## src/rtl/aer_pkg.sv

```systemverilog
// rtl/aer_pkg.sv - shared types and constants for the AER input receiver
package aer_pkg;

    typedef enum logic {
        IDLE   = 1'b0,
        ACK_HI = 1'b1
    } aer_in_state_t;

    localparam int DROP_CNT_W = 8;

endpackage

```

## src/rtl/aer_evt_fifo.sv

```systemverilog
// rtl/aer_evt_fifo.sv - synchronous show-ahead event FIFO with occupancy count
module aer_evt_fifo #(
    parameter int DEPTH = 4,
    parameter int AW    = $clog2(DEPTH),
    parameter int W     = 4
) (
    input  logic          CLK,
    input  logic          RST,
    input  logic          push,
    input  logic [W-1:0]  push_data,
    input  logic          pop,
    output logic [W-1:0]  head_data,
    output logic          empty,
    output logic          full,
    output logic [AW:0]   count
);

    localparam logic [AW:0] FULL_CNT = (AW+1)'(DEPTH);

    logic [W-1:0]  mem [DEPTH];
    logic [AW-1:0] wr_ptr;
    logic [AW-1:0] rd_ptr;
    logic          push_en;
    logic          pop_en;

    // Writes into a full FIFO and reads from an empty one are ignored.
    assign push_en   = push && !full;
    assign pop_en    = pop && !empty;
    assign empty     = (count == '0);
    assign full      = (count == FULL_CNT);
    assign head_data = mem[rd_ptr];

    // Storage, pointers (power-of-two depth wraps naturally) and occupancy.
    always_ff @(posedge CLK or posedge RST) begin
        if (RST) begin
            for (int i = 0; i < DEPTH; i++) begin
                mem[i] <= '0;
            end
            wr_ptr <= '0;
            rd_ptr <= '0;
            count  <= '0;
        end else begin
            if (push_en) begin
                mem[wr_ptr] <= push_data;
                wr_ptr      <= wr_ptr + 1'b1;
            end
            if (pop_en) begin
                rd_ptr <= rd_ptr + 1'b1;
            end
            case ({push_en, pop_en})
                2'b10:   count <= count + 1'b1;
                2'b01:   count <= count - 1'b1;
                default: count <= count;
            endcase
        end
    end

endmodule

```

## src/rtl/aer_in_dec.sv

```systemverilog
// rtl/aer_in_dec.sv - AER 4-phase receiver with event FIFO; option AERIN_ADDR_CHECK_EN drops out-of-range addresses
module aer_in_dec
    import aer_pkg::*;
#(
    parameter int IMAGE_SIZE      = 5,
    parameter int IMAGE_SIZE_BITS = $clog2(IMAGE_SIZE),
    parameter int FIFO_DEPTH      = 4,
    parameter int FIFO_AW         = $clog2(FIFO_DEPTH)
) (
    input  logic                     CLK,
    input  logic                     RST,
    input  logic [IMAGE_SIZE_BITS:0] AERIN_ADDR,
    input  logic                     AERIN_REQ,
    output logic                     AERIN_ACK,
    output logic [IMAGE_SIZE_BITS:0] EVT_ADDR,
    output logic                     EVT_VALID,
    input  logic                     EVT_READY,
    output logic [FIFO_AW:0]         FIFO_COUNT
`ifdef AERIN_ADDR_CHECK_EN
    ,
    output logic [DROP_CNT_W-1:0]    DROP_CNT
`endif
);

    // Reject configurations the FIFO pointer arithmetic and address width cannot represent.
    if (FIFO_DEPTH < 2 || (FIFO_DEPTH & (FIFO_DEPTH - 1)) != 0 ||
        IMAGE_SIZE < 1 || IMAGE_SIZE > (1 << (IMAGE_SIZE_BITS + 1))) begin : g_param_err
        $error("aer_in_dec: unsupported IMAGE_SIZE/FIFO_DEPTH combination");
    end

    aer_in_state_t state;
    aer_in_state_t state_nxt;
    logic          ack_nxt;
    logic          req_s1;
    logic          req_s;
    logic          push;
    logic          fifo_empty;
    logic          fifo_full;
    logic          drop_inc;
    logic          addr_ok;

`ifdef AERIN_ADDR_CHECK_EN
    localparam logic [IMAGE_SIZE_BITS:0] ADDR_LIMIT = (IMAGE_SIZE_BITS+1)'(IMAGE_SIZE);
    assign addr_ok = (AERIN_ADDR < ADDR_LIMIT);
`else
    assign addr_ok = 1'b1;
`endif

    // Two-flop synchronizer for the asynchronous request; ADDR is already settled by the time req_s rises.
    always_ff @(posedge CLK or posedge RST) begin
        if (RST) begin
            req_s1 <= 1'b0;
            req_s  <= 1'b0;
        end else begin
            req_s1 <= AERIN_REQ;
            req_s  <= req_s1;
        end
    end

    // Handshake state and registered acknowledge.
    always_ff @(posedge CLK or posedge RST) begin
        if (RST) begin
            state     <= IDLE;
            AERIN_ACK <= 1'b0;
        end else begin
            state     <= state_nxt;
            AERIN_ACK <= ack_nxt;
        end
    end

    // One capture per handshake; a full FIFO holds ACK low, a rejected address is acknowledged without a push.
    always_comb begin
        state_nxt = state;
        ack_nxt   = AERIN_ACK;
        push      = 1'b0;
        drop_inc  = 1'b0;
        case (state)
            IDLE: begin
                ack_nxt = 1'b0;
                if (req_s) begin
                    if (!addr_ok) begin
                        drop_inc  = 1'b1;
                        ack_nxt   = 1'b1;
                        state_nxt = ACK_HI;
                    end else if (!fifo_full) begin
                        push      = 1'b1;
                        ack_nxt   = 1'b1;
                        state_nxt = ACK_HI;
                    end
                end
            end
            ACK_HI: begin
                ack_nxt = 1'b1;
                if (!req_s) begin
                    ack_nxt   = 1'b0;
                    state_nxt = IDLE;
                end
            end
            default: begin
                ack_nxt   = 1'b0;
                state_nxt = IDLE;
            end
        endcase
    end

`ifdef AERIN_ADDR_CHECK_EN
    // Count rejected events, holding at the maximum rather than wrapping.
    always_ff @(posedge CLK or posedge RST) begin
        if (RST) begin
            DROP_CNT <= '0;
        end else if (drop_inc && DROP_CNT != '1) begin
            DROP_CNT <= DROP_CNT + 1'b1;
        end
    end
`endif

    aer_evt_fifo #(
        .DEPTH (FIFO_DEPTH),
        .AW    (FIFO_AW),
        .W     (IMAGE_SIZE_BITS + 1)
    ) u_fifo (
        .CLK       (CLK),
        .RST       (RST),
        .push      (push),
        .push_data (AERIN_ADDR),
        .pop       (EVT_READY),
        .head_data (EVT_ADDR),
        .empty     (fifo_empty),
        .full      (fifo_full),
        .count     (FIFO_COUNT)
    );

    assign EVT_VALID = !fifo_empty;

`ifndef AERIN_ADDR_CHECK_EN
    logic unused_drop;
    assign unused_drop = drop_inc;
`endif

endmodule

```

## config.mk

```make
export PLATFORM = sky130hd
export DESIGN_NAME = aer_in_dec
export DESIGN_NICKNAME = d
export VERILOG_FILES = /design/src/rtl/aer_pkg.sv /design/src/rtl/aer_evt_fifo.sv /design/src/rtl/aer_in_dec.sv
export SDC_FILE = /design/constraint.sdc
export NUM_CORES = 1
export LEC_CHECK = 0
export ABC_AREA = 1
export CELL_PAD_IN_SITES_DETAIL_PLACEMENT = 2
export CELL_PAD_IN_SITES_GLOBAL_PLACEMENT = 2
export CORE_UTILIZATION = 37
export CTS_CLUSTER_DIAMETER = 100
export DETAILED_ROUTE_END_ITERATION = 12
export DONT_BUFFER_PORTS = 1
export GPL_ROUTABILITY_DRIVEN = 0
export PLACE_DENSITY = 0.76
export SYNTH_ARGS = -nofsm -noshare
export SYNTH_HDL_FRONTEND = slang
export SYNTH_SLANG_ARGS = --single-unit
```

## constraint.sdc

```tcl
create_clock -name CLK -period 2.3 [get_ports CLK]
set_input_delay 0.46 -clock CLK [delete_from_list [all_inputs] [get_ports CLK]]
set_output_delay 0.46 -clock CLK [all_outputs]
set_load 0.05 [all_outputs]
```

==> implementation parameters, run 1 <==
Parameter                              Value

Yosys
  Mapped Area    approximately 1300 um2
  Syn. warnings    0
  Synth Flop Type    dfrtp_1
  Post-synth ARST share    100%
  Synth Register Bits    26
  Portion of the post-synthesis area used by sequential elements    48.6%
  Avg Synthesized Cell Area    8.47 um2
  Syn_nets    around 170
  Synth Instances    roughly 160
  Number of distinct library cells after synthesis    19
  Number of synthesized flops with an enable pin    0

Worst setup path
  Worst-path fanout max    11
  Critical Path RT    ~1.8 ns
  R2R cell count    9
  Crit Path Category    flip-flop to primary output
  Worst reg2reg startpoint    state
  Endpoint of the worst register-to-register path    u_fifo.count[2]
  Critical path capture point type    primary output
  Startpoint type of the worst setup path    flip-flop
  Worst setup slack for register-to-register paths    0.32 ns
  Arrival time worst endpoint    about 1.7 ns

Routing
  Mean number of vias per cell    around 5.3
  Count of routing violations after the opening detailed-route iteration    33
  Residual DRC count    0
  Routed wire length per instance    around 18 um
  Post-Route WL    3760 um
  Total number of vias    roughly 1100
  Detailed-router iteration count before antenna repair    4
  Antenna violation net count after detailed routing    0

Placed design
  Input/output buffers    0
  Post-detailed-placement cell area    around 1400 um2
  Count of placed standard cells including taps    210
  Post-DP HPWL    approximately 2800 um
  Setup slack after placement    0.347 ns

Power
  Switching component of the power    1.35 mW
  Share of total power consumed by net switching    53.0%
  Sequential fraction of design power    between 30% and 40%
  Design internal power    about 1.2 mW
  Portion of total power attributed to the clock network    9.3%
  Total power    ~2.5 mW
  Power per standard cell area    1720 nW/um2
  Leakage component of the power    0.753 nW
  Combinational group share of total power    55.9%
  Worst-case vdd ir drop    ~0.00062 V

Finish
  Final antenna diode count    0
  Area growth, synth to finish    10.3%
  Share of post-route cells with drive strength above 1    between 10% and 20%
  Fin nets    around 180
  Top library cells by usage in the layout, fill and taps aside    nand2_1 (51), dfrtp_1 (25), nand4_1 (17)
  Post-Layout Inst Area    around 1500 um2
  Post-route non-filler standard cell count    between 200 and 250
  Most frequent standard cell in the layout excluding fill and tap cells    nand2_1
  Filler cell count in the final layout    395
  Share of the core filled with cells in the final layout    between 40% and 50%

GRT
  Wire length of the first global-routing pass    roughly 6600 um
  Number of global-route vias before repair    approximately 1300
  Pin count of the biggest net entering global routing    27
  Initial antenna violation count    0
  GRT Total Usage    between 20% and 30%
  Global-route congestion overflow total    0

Timing
  Min Hold Slack    0.0673 ns
  Setup_tns    0 ns
  Clock skew after layout    0.00227 ns
  Max-slew violation total from the final report    0
  Measured slew at the worst slew-check pin    around 0.56 ns
  Final setup violating endpoints    0
  Final hold violations    0
  Final period util    between 90 and 100%
  FMAX    471 MHz
  Unrepaired setup endpoints after global routing    false
  Time the worst path needs with I/O delays and setup    roughly 2.1 ns
  Setup slack after layout    between 0.15 and 0.2 ns
  Relative slew slack    a little over three fifths

Clock network
  Clock tree from TritonCTS    built
  Clock latency on the worst-skew pair    0.32 ns
  Clock-pin slew on the worst setup and hold paths    roughly 0.14 ns
  Root buffer selected by CTS    clkbuf_4
  Buffer levels on the longest clock path    2
  Hold-fix buffers at CTS    0
  Clock sink count    26
  Clock buffers created by TritonCTS    3
  Setup fix buffers added after clock tree synthesis    0
  H-Tree Level Count    1

Die
  Core ar.    3390 um2
  Count of pins on the block boundary    17
  Die extent in y    roughly 62 um
  Num rows    21
  Die Outline Area    slightly below 4000 um2
  Starting utilization of the core area    39.5%
  Horizontal extent of the die    62.1 um

Min path
  Type of the most critical hold path    input pin to async pin

Flow run
  Number of maximum-capacitance constraint violations    0

Run status
  Run status    complete, no violations
==> worst max-delay path, cell delays in order, from the launching register on <==
cell     delay [ns]
dfrtp_2        0.52
inv_1          0.28
o21ai_0        0.16
o21ai_1        0.17
buf_4          0.22
==> registers in the layout (all words and copies together) (netlist names) <==
signal and flops:
req_s1 1, u_fifo.mem 16, req_s 1, u_fifo.count 3, u_fifo.wr_ptr 2, state 1
u_fifo.rd_ptr 2
==> what timing repair did <==
item / CTS / global route
gates resized for setup: 0 / 1
setup endpoints to repair: 0 / 3
hold endpoints to repair: 0 / 0
==> area by class of cell <==
| type | instances | area (um2) | share of cell area (%) |
|---|---|---|---|
| tap | 46 | 57.6 | 3.90 |
| timing repair buffer | 11 | 82.6 | 5.60 |
| inverter | 13 | 48.8 | 3.31 |
| clock buffer | 4 | 36.3 | 2.46 |
| multi-input combinational | 114 | 598 | 40.5 |
| sequential | 26 | 652 | 44.2 |
==> power groups by stage <==
stage	clock (mW)	combinational (mW)	sequential [mW]
global placement	0	1.34	0.871
finish	0.236	1.42	0.884
detailed placement	0	1.42	0.887
CTS	0.246	1.44	0.883
floorplan	0	0.972	0.911
global route	0.260	1.58	0.914
==> kinds of logic after synthesis <==
kind of cell             share of synthesized area (%)
XOR/XNOR                                         0.655
buffers and inverters                             6.83
adder cells (fa/ha/maj)                           6.17
AO/OA/AOI/OAI                                     4.86
AND/OR/NAND/NOR                                   32.8
flip-flops                                        48.6
==> cells in the mapped netlist, types with 2 or more instances <==
| master | number | share of area [%] |
|---|---|---|
| dfrtp_1 | 26 | 49 |
| nand4_1 | 17 | 8.0 |
| nand3_1 | 8 | 3.0 |
| ha_1 | 5 | 4.7 |
| nor2_1 | 12 | 3.4 |
| buf_4 | 2 | 1.1 |
| o21ai_0 | 13 | 4.9 |
| inv_1 | 12 | 3.4 |
| buf_6 | 2 | 1.7 |
| nand2_1 | 52 | 15 |
==> worst max-delay path by stage <==
stage / from / endpoint / slack, ns
2_1_floorplan: u_fifo.count[2] / u_fifo.count[2] / 0.11
3_3_place_gp: state / u_fifo.count[2] / 0.48
3_5_place_dp: state / u_fifo.count[2] / 0.35
4_1_cts: u_fifo.rd_ptr[0] / EVT_ADDR[3] / 0.06
5_1_grt: u_fifo.rd_ptr[0] / EVT_ADDR[3] / 0.08
6_report: u_fifo.rd_ptr[0] / EVT_ADDR[3] / 0.18
==> layer usage <==
metal | vias to the layer above | share of wire, % | track usage [%] | wire length (um)
li1 | 539 | - | - | -
met3 | 6 | 2.1 | 2.39 | 79
met2 | 13 | 51 | 40.8 | 1920
met5 | - | 0 | 0 | 0
met1 | 580 | 46 | 27.5 | 1710
met4 | 0 | 1.1 | 5.23 | 43
No activity file was read; power rests on OpenSTA's default activity.
==> inputs of run 2 (changes only) <==
--- a/config.mk
+++ b/config.mk
@@ -14,6 +14,7 @@
 export DONT_BUFFER_PORTS = 1
 export GPL_ROUTABILITY_DRIVEN = 0
 export PLACE_DENSITY = 0.76
+export SETUP_SLACK_MARGIN = 0.1
 export SYNTH_ARGS = -nofsm -noshare
 export SYNTH_HDL_FRONTEND = slang
 export SYNTH_SLANG_ARGS = --single-unit
==> run 2 against run 1 <==
  * Clock skew grew 0.0026 ns
  * First-iteration DRC count shrank 24%
  * Die area is the same
  * Combinational power grew 4%
  * Critical path depth is the same
  * Power grew 1.4%
  * Sequential power shrank 1%
  * Sequential share of layout area shrank 0.56 points
  * Final area grew 1.3%
  * Critical path type unchanged
  * Critical endpoint unchanged
  * Largest cell class unchanged
==> implementation parameters, run 2 (synthesized netlist as in run 1, its figures left out) <==
Parameter                              Value

Run status
  Run status    complete, no violations

Clock network
  Root buffer selected by CTS    clkbuf_4
  Clock sink count    26 (unchanged)
  Clock tree from TritonCTS    built
  H-Tree Level Count    1 (unchanged)
  Clock buffers created by TritonCTS    3 (unchanged)
  Clock-pin slew on the worst setup and hold paths    0.14 ns (about the same)
  Hold-fix buffers at CTS    0 (unchanged)
  Clock latency on the worst-skew pair    0.32 ns (about the same)
  Buffer levels on the longest clock path    2 (unchanged)

Placed design
  Post-DP HPWL    2770 um (unchanged)
  Input/output buffers    0 (unchanged)

Finish
  Most frequent standard cell in the layout excluding fill and tap cells    nand2_1
  Biggest register    u_fifo.mem
  Registers with the most flip-flops    u_fifo.mem x16, u_fifo.count x3
  Area growth, synth to finish    11.7%
  Area taken by multi-input logic gates    598 um2 (unchanged)
  Filler cell count in the final layout    395 (unchanged)
  Share of post-route cells with drive strength above 1    15.3% (+1.6 points)
  Fin nets    185 (+1.1%)
  Sequential cell area    652 um2 (unchanged)
  Final antenna diode count    0 (unchanged)
  Top library cells by usage in the layout, fill and taps aside    nand2_1 (51), dfrtp_1 (25), nand4_1 (17)
  Flip-flop count of the largest register after layout    16 (unchanged)

Worst setup path
  Master of the slowest instance on the critical path    dfrtp_2
  Arrival time worst endpoint    1.55 ns (-0.11 ns)
  Critical path capture point type    primary output
  Cell class contributing the biggest share of worst-path delay    flip-flops
  Crit path buf inv count    2 (unchanged)
  Critical Path RT    1.84 ns (about the same)
  Crit Path Category    flip-flop to primary output
  Startpoint type of the worst setup path    flip-flop
  Worst-path fanout max    10 (-1)
  Longest individual stage delay on the worst path    0.46 ns (-0.06 ns)
  Cell-by-cell trace of the critical path    clkinvlp_4, o21ai_0, o21ai_1, buf_4

Routing
  Mean number of vias per cell    5.32 (about the same)
  Post-Route WL    3790 um (+0.80%)
  Routed wire length per instance    17.5 um (-0.13%)
  Count of routing violations after the opening detailed-route iteration    25 (-24%)
  Residual DRC count    0 (unchanged)
  Wl on met1    1690 um (-1.2%)
  Detailed-router iteration count before antenna repair    4 (unchanged)
  Total number of vias    1149 (+0.97%)
  Routed met2 length    1970 um (+2.5%)
  Met3 wire length    81 um (+2.5%)
  Antenna violation net count after detailed routing    0 (unchanged)
  Uppermost routed layer    met4

Die
  Count of pins on the block boundary    17 (unchanged)
  Starting utilization of the core area    39.5% (unchanged)
  Die Outline Area    3860 um2 (unchanged)
  Die extent in y    62.1 um (unchanged)
  Core ar.    3390 um2 (unchanged)
  Num rows    21 (unchanged)
  Horizontal extent of the die    62.1 um (unchanged)

Timing
  Time the worst path needs with I/O delays and setup    2.01 ns (-0.115 ns)
  Max-slew violation total from the final report    0 (unchanged)
  Min Hold Slack    0.0660 ns (-0.00126 ns)
  Clock skew after layout    0.00489 ns (+0.00262 ns)
  Final hold violations    0 (unchanged)
  Final setup violating endpoints    0 (unchanged)
  Unrepaired setup endpoints after global routing    false
  FMAX    498 MHz (+5.7%)
  Final period util    87.3% (-5.0 points)
  Relative slew slack    62.6% (about the same)
  Measured slew at the worst slew-check pin    0.561 ns (-0.00000143 ns)
  Setup_tns    0 ns (unchanged)

GRT
  Number of global-route vias before repair    1324 (unchanged)
  GRT Total Usage    22.1% (unchanged)
  Global-route congestion overflow total    0 (unchanged)
  Initial antenna violation count    0 (unchanged)
  Wire length of the first global-routing pass    6580 um (unchanged)
  Pin count of the biggest net entering global routing    27 (unchanged)

Power
  Leakage component of the power    0.758 nW (+0.71%)
  Sequential fraction of design power    33.9% (-0.9 points)
  Share of total power consumed by net switching    52.7% (-0.32 points)
  Switching component of the power    1.36 mW (+0.75%)
  Worst-case vdd ir drop    0.000632 V (+1.7%)
  Combinational group share of total power    57.0% (+1.1 points)
  Design internal power    1.22 mW (+2.0%)
  Portion of total power attributed to the clock network    9.1% (-0.2 points)
  Power per standard cell area    1720 nW/um2 (about the same)

Min path
  Type of the most critical hold path    input pin to async pin

Flow run
  Number of maximum-capacitance constraint violations    0 (unchanged)
## run 2: cell types whose count changed in the layout (fill, tap and decap cells not counted)
| cell | delta |
|---|---|
| inv_1 | -1 |
| buf_4 | +2 |
| clkinvlp_4 | +1 |
## run 2: repair_timing
item                       CTS  global route
gates resized for setup      1             1
buffers inserted             0             2
setup endpoints to repair    2             2
## run 2: through the flow
stage                     util (%)  instance area, um2  instances  worst slack [ns]  power (mW)
after floorplan                  -                1340        158             0.107        1.88
after global placement        42.4                1440        210             0.479        2.21
after detailed placement      42.4                1440        210             0.347        2.31
after CTS                     43.5                1480        214             0.147        2.57
after global routing          44.1                1490        216             0.173        2.79
final                         44.1                1490        216             0.291        2.58
## run 2: per-layer routing
metal  GRT usage (%)  vias up
li1                -      543
met5               0        -
met1            27.5      586
met3            2.39        6
met2            40.8       14
met4            5.23        0
## run 2: worst paths after layout
kind / depth (start not counted) / start / slack [ns] / endpoint
max: 4 / u_fifo.rd_ptr[0] / 0.29 / EVT_ADDR[3]
min: 2 / RST / 0.07 / u_fifo.wr_ptr[1]
max reg2reg: 9 / state / 0.32 / u_fifo.count[2]
min reg2reg: 0 / req_s1 / 0.39 / req_s
max in group asynchronous: 2 / RST / 1.96 / u_fifo.rd_ptr[0]
min in group CLK: 0 / AERIN_REQ / 0.15 / req_s1
## run 2: cell type report
cell class,count,area share (%)
Multi-Input combinational cell,114,40.0
Clock buffer,4,2.43
Inverter,13,3.52
Timing Repair Buffer,13,6.53
Tap cell,46,3.85
Sequential cell,26,43.6
## run 2: power groups by stage
stage / logic [mW] / registers (mW) / clock network (mW)
finish: 1.47 / 0.873 / 0.235
global route: 1.63 / 0.899 / 0.260
CTS: 1.44 / 0.885 / 0.246
detailed placement: 1.42 / 0.887 / 0
global placement: 1.34 / 0.871 / 0
floorplan: 0.972 / 0.911 / 0
==> inputs of run 3 (changes only) <==
--- a/config.mk
+++ b/config.mk
@@ -8,13 +8,14 @@
 export ABC_AREA = 1
 export CELL_PAD_IN_SITES_DETAIL_PLACEMENT = 2
 export CELL_PAD_IN_SITES_GLOBAL_PLACEMENT = 2
-export CORE_UTILIZATION = 37
+export CORE_UTILIZATION = 36
 export CTS_CLUSTER_DIAMETER = 100
 export DETAILED_ROUTE_END_ITERATION = 12
 export DONT_BUFFER_PORTS = 1
 export GPL_ROUTABILITY_DRIVEN = 0
-export PLACE_DENSITY = 0.76
-export SETUP_SLACK_MARGIN = 0.1
+export PLACE_DENSITY = 0.75
+export SETUP_SLACK_MARGIN = 0.3
 export SYNTH_ARGS = -nofsm -noshare
 export SYNTH_HDL_FRONTEND = slang
+export SYNTH_HIERARCHICAL = 1
 export SYNTH_SLANG_ARGS = --single-unit
==> run 3 against run 2 <==
  * Power grew 8.1%
  * Synthesized cell count grew 3.2%
  * Sequential power up 1%
  * Register-to-register slack gained 0.02 ns
  * Clock power increased by 63%
  * Setup slack improved by 0.047 ns
  * Cell count up 5.6%
  * Critical endpoint is now u_fifo/count[1]
  * Largest power group unchanged
  * Highest routed layer unchanged
==> implementation parameters, run 3 <==
Parameter                              Value

Run status
  Run status    complete, no violations

Power
  Combinational group share of total power    54.6% (-2.4 points)
  Switching component of the power    1.36 mW (+0.43%)
  Sequential fraction of design power    31.7% (-2.2 points)
  Power per standard cell area    1700 nW/um2 (-1.6%)
  Worst-case vdd ir drop    0.000535 V (-15%)
  Portion of total power attributed to the clock network    13.7% (+4.6 points)
  Design internal power    1.42 mW (+17%)
  Leakage component of the power    0.825 nW (+8.9%)
  Share of total power consumed by net switching    49.0% (-3.8 points)

Worst setup path
  Critical path capture point type    flip-flop
  Crit path buf inv count    3 (+1)
  Cell class contributing the biggest share of worst-path delay    adder cells
  Crit Path Category    flip-flop to flip-flop
  Critical Path RT    2.49 ns (+0.65 ns)
  R2R cell count    10 (+1)
  Startpoint type of the worst setup path    flip-flop
  Longest individual stage delay on the worst path    0.56 ns (+0.10 ns)
  Master of the slowest instance on the critical path    dfrtp_2
  Endpoint of the worst register-to-register path    u_fifo/count[1]
  Worst reg2reg startpoint    u_fifo/count[2]
  Arrival time worst endpoint    2.16 ns (+0.61 ns)
  Worst-path fanout max    5 (-5)
  Worst setup slack for register-to-register paths    0.34 ns (+0.02 ns)
  Cell-by-cell trace of the critical path    nand2_4, inv_2, inv_2, nand2_4, nor2_4, nand2_4, ha_4, inv_2, fa_2, o21ai_1

Routing
  Detailed-router iteration count before antenna repair    4 (unchanged)
  Residual DRC count    0 (unchanged)
  Total number of vias    1157 (+0.70%)
  Routed wire length per instance    16.4 um (-6.1%)
  Post-Route WL    3750 um (-0.92%)
  Antenna violation net count after detailed routing    0 (unchanged)
  Count of routing violations after the opening detailed-route iteration    30 (+20%)
  Mean number of vias per cell    5.07 (-4.6%)

Yosys
  Number of synthesized flops with an enable pin    0 (unchanged)
  Portion of the post-synthesis area used by sequential elements    48.8% (+0.18 points)
  Most numerous cell in the Yosys netlist    nand2_1
  Syn. warnings    6 (+6)
  Number of distinct library cells after synthesis    16 (-3)
  Cell type contributing the most total cell area after synthesis    dfrtp_1
  Ranking of synthesized cells by instance count    nand2_1 (53), dfrtp_1 (26), inv_1 (17), nand4_1 (17), o21ai_0 (13)
  Post-synth ARST share    100% (unchanged)
  Synth Instances    163 (+3.2%)
  Proportion of netlist area held by the largest area contributor    48.8% (+0.18 points)
  Synth Flop Type    dfrtp_1
  Avg Synthesized Cell Area    8.18 um2 (-3.4%)
  Leading post-synthesis cells by cell area    dfrtp_1 (49%), nand2_1 (15%), nand4_1 (8.0%)
  Synth Register Bits    26 (unchanged)
  Syn_nets    177 (+2.9%)
  Mapped Area    1330 um2 (-0.37%)

Timing
  Setup_tns    0 ns (unchanged)
  Final period util    85.3% (-2.0 points)
  Final setup violating endpoints    0 (unchanged)
  Unrepaired setup endpoints after global routing    true
  Setup slack after layout    0.338 ns (+0.0465 ns)
  Relative slew slack    72.2% (+9.6 points)
  Clock skew after layout    0.00545 ns (+0.000558 ns)
  FMAX    510 MHz (+2.4%)
  Final hold violations    0 (unchanged)
  Max-slew violation total from the final report    0 (unchanged)
  Time the worst path needs with I/O delays and setup    1.96 ns (-0.0465 ns)
  Measured slew at the worst slew-check pin    0.416 ns (-0.145 ns)

Min path
  Type of the most critical hold path    input pin to async pin

GRT
  Global-route congestion overflow total    0 (unchanged)
  Pin count of the biggest net entering global routing    24 (-11%)
  GRT Total Usage    20.4% (-1.7 points)
  Number of global-route vias before repair    1266 (-4.4%)
  Initial antenna violation count    0 (unchanged)
  Wire length of the first global-routing pass    6220 um (-5.4%)

Clock network
  H-Tree Level Count    1 (unchanged)
  Clock sink count    26 (unchanged)
  Buffer levels on the longest clock path    2 (unchanged)
  Clock buffers created by TritonCTS    3 (unchanged)
  Clock-pin slew on the worst setup and hold paths    0.10 ns (-0.04 ns)
  Root buffer selected by CTS    clkbuf_8
  Clock tree from TritonCTS    built
  Clock latency on the worst-skew pair    0.27 ns (-0.05 ns)

Placed design
  Input/output buffers    0 (unchanged)
  Post-DP HPWL    2810 um (+1.8%)
  Setup slack after placement    0.308 ns (-0.0398 ns)

Finish
  Flip-flop count of the largest register after layout    16 (unchanged)
  Final antenna diode count    0 (unchanged)
  Most frequent standard cell in the layout excluding fill and tap cells    nand2_1
  Fin nets    197 (+6.5%)
  Biggest register    u_fifo/mem
  Top library cells by usage in the layout, fill and taps aside    nand2_1 (47), dfrtp_1 (22), buf_4 (19)
  Share of post-route cells with drive strength above 1    26.4% (+11 points)
  Registers with the most flip-flops    u_fifo/mem x16, u_fifo/count x3
  Area growth, synth to finish    23.2%

Flow run
  Number of maximum-capacitance constraint violations    0 (unchanged)

Die
  Count of pins on the block boundary    17 (unchanged)
  Die extent in y    62.8 um (+1.2%)
  Num rows    21 (unchanged)
  Core ar.    3440 um2 (+1.6%)
  Starting utilization of the core area    38.7% (-0.75 points)
  Horizontal extent of the die    62.8 um (+1.2%)
  Die Outline Area    3950 um2 (+2.3%)
run 3: changes by cell type in the layout (fill, tap and decap cells not counted), moves of 3 or more:
cell      change
buf_4         +6
inv_2         +6
nand2_1       -4
clkbuf_4      -3
dfrtp_1       -3
dfrtp_2       +3
nand2_2       +3
run 3: worst register-to-register path: cells and delay by family (launching register included):
| family | cells | cell delay, ns |
|---|---|---|
| adder cells (fa/ha/maj) | 2 | 0.59 |
| buffers and inverters | 3 | 0.18 |
| flip-flops | 1 | 0.56 |
| AND/OR/NAND/NOR | 4 | 0.42 |
| AO/OA/AOI/OAI | 1 | 0.15 |
run 3: what timing repair did:
action / in CTS / in global routing
hold endpoints to repair: 3 / 0
pin swaps: 0 / 8
hold buffers: 1 / 0
buffers inserted: 2 / 7
gates cloned: 0 / 0
resized for setup: 2 / 13
setup endpoints to repair: 5 / 3
run 3: kinds of logic after synthesis:
family	after synthesis	synth area share, %
simple gates	95	31.9
xor+xnor	1	0.657
buf+inv	22	7.51
fa+ha+maj	6	6.20
compound gates	13	4.88
flops	26	48.8
run 3: power by group through the flow:
stage / clock network [mW] / logic, mW / registers (mW)
5_1_grt: 0.411 / 1.68 / 0.913
6_report: 0.382 / 1.52 / 0.882
4_1_cts: 0.394 / 1.42 / 0.872
3_5_place_dp: 0 / 1.36 / 0.895
2_1_floorplan: 0 / 0.976 / 0.900
3_3_place_gp: 0 / 1.30 / 0.872
run 3: routing by layer:
| layer | up-vias | GRT usage (%) | share of wire (%) |
|---|---|---|---|
| met5 | - | 0 | 0 |
| met4 | 0 | 6.10 | 0.96 |
| met3 | 4 | 2.92 | 2.7 |
| met2 | 17 | 37.1 | 49 |
| met1 | 569 | 24.6 | 48 |
| li1 | 567 | - | - |
run 3: worst max-delay path by stage:
stage                     slack, ns               to             from  cells past startpoint
after floorplan                0.13  u_fifo/count[1]  u_fifo/count[1]                     13
after global placement         0.41  u_fifo/count[2]  u_fifo/count[2]                     11
after detailed placement       0.31  u_fifo/count[1]  u_fifo/count[2]                     10
after CTS                      0.30  u_fifo/count[1]  u_fifo/count[2]                     10
after global routing           0.23  u_fifo/count[1]  u_fifo/count[2]                     10
final                          0.34  u_fifo/count[1]  u_fifo/count[2]                     10
run 3: layout make-up:
type,instances,area [um2]
fill,380,1800
tap,46,57.6
sequential,26,656
inverter,17,67.6
clock buffer,3,41.3
timing repair buffer,20,153
clock inverter,1,30.0
multi-input combinational,115,637
run 3: metrics by stage:
step                      power [mW]  std cells  utilization, %  hold WS (ns)  instance area, um2
after floorplan                 1.88        163               -         0.214                1370
after global placement          2.17        214            42.3         0.221                1460
after detailed placement        2.26        214            42.3         0.225                1460
after CTS                       2.69        221            45.2         0.118                1560
after global routing            3.00        228            47.7         0.126                1640
final                           2.78        228            47.7         0.111                1640
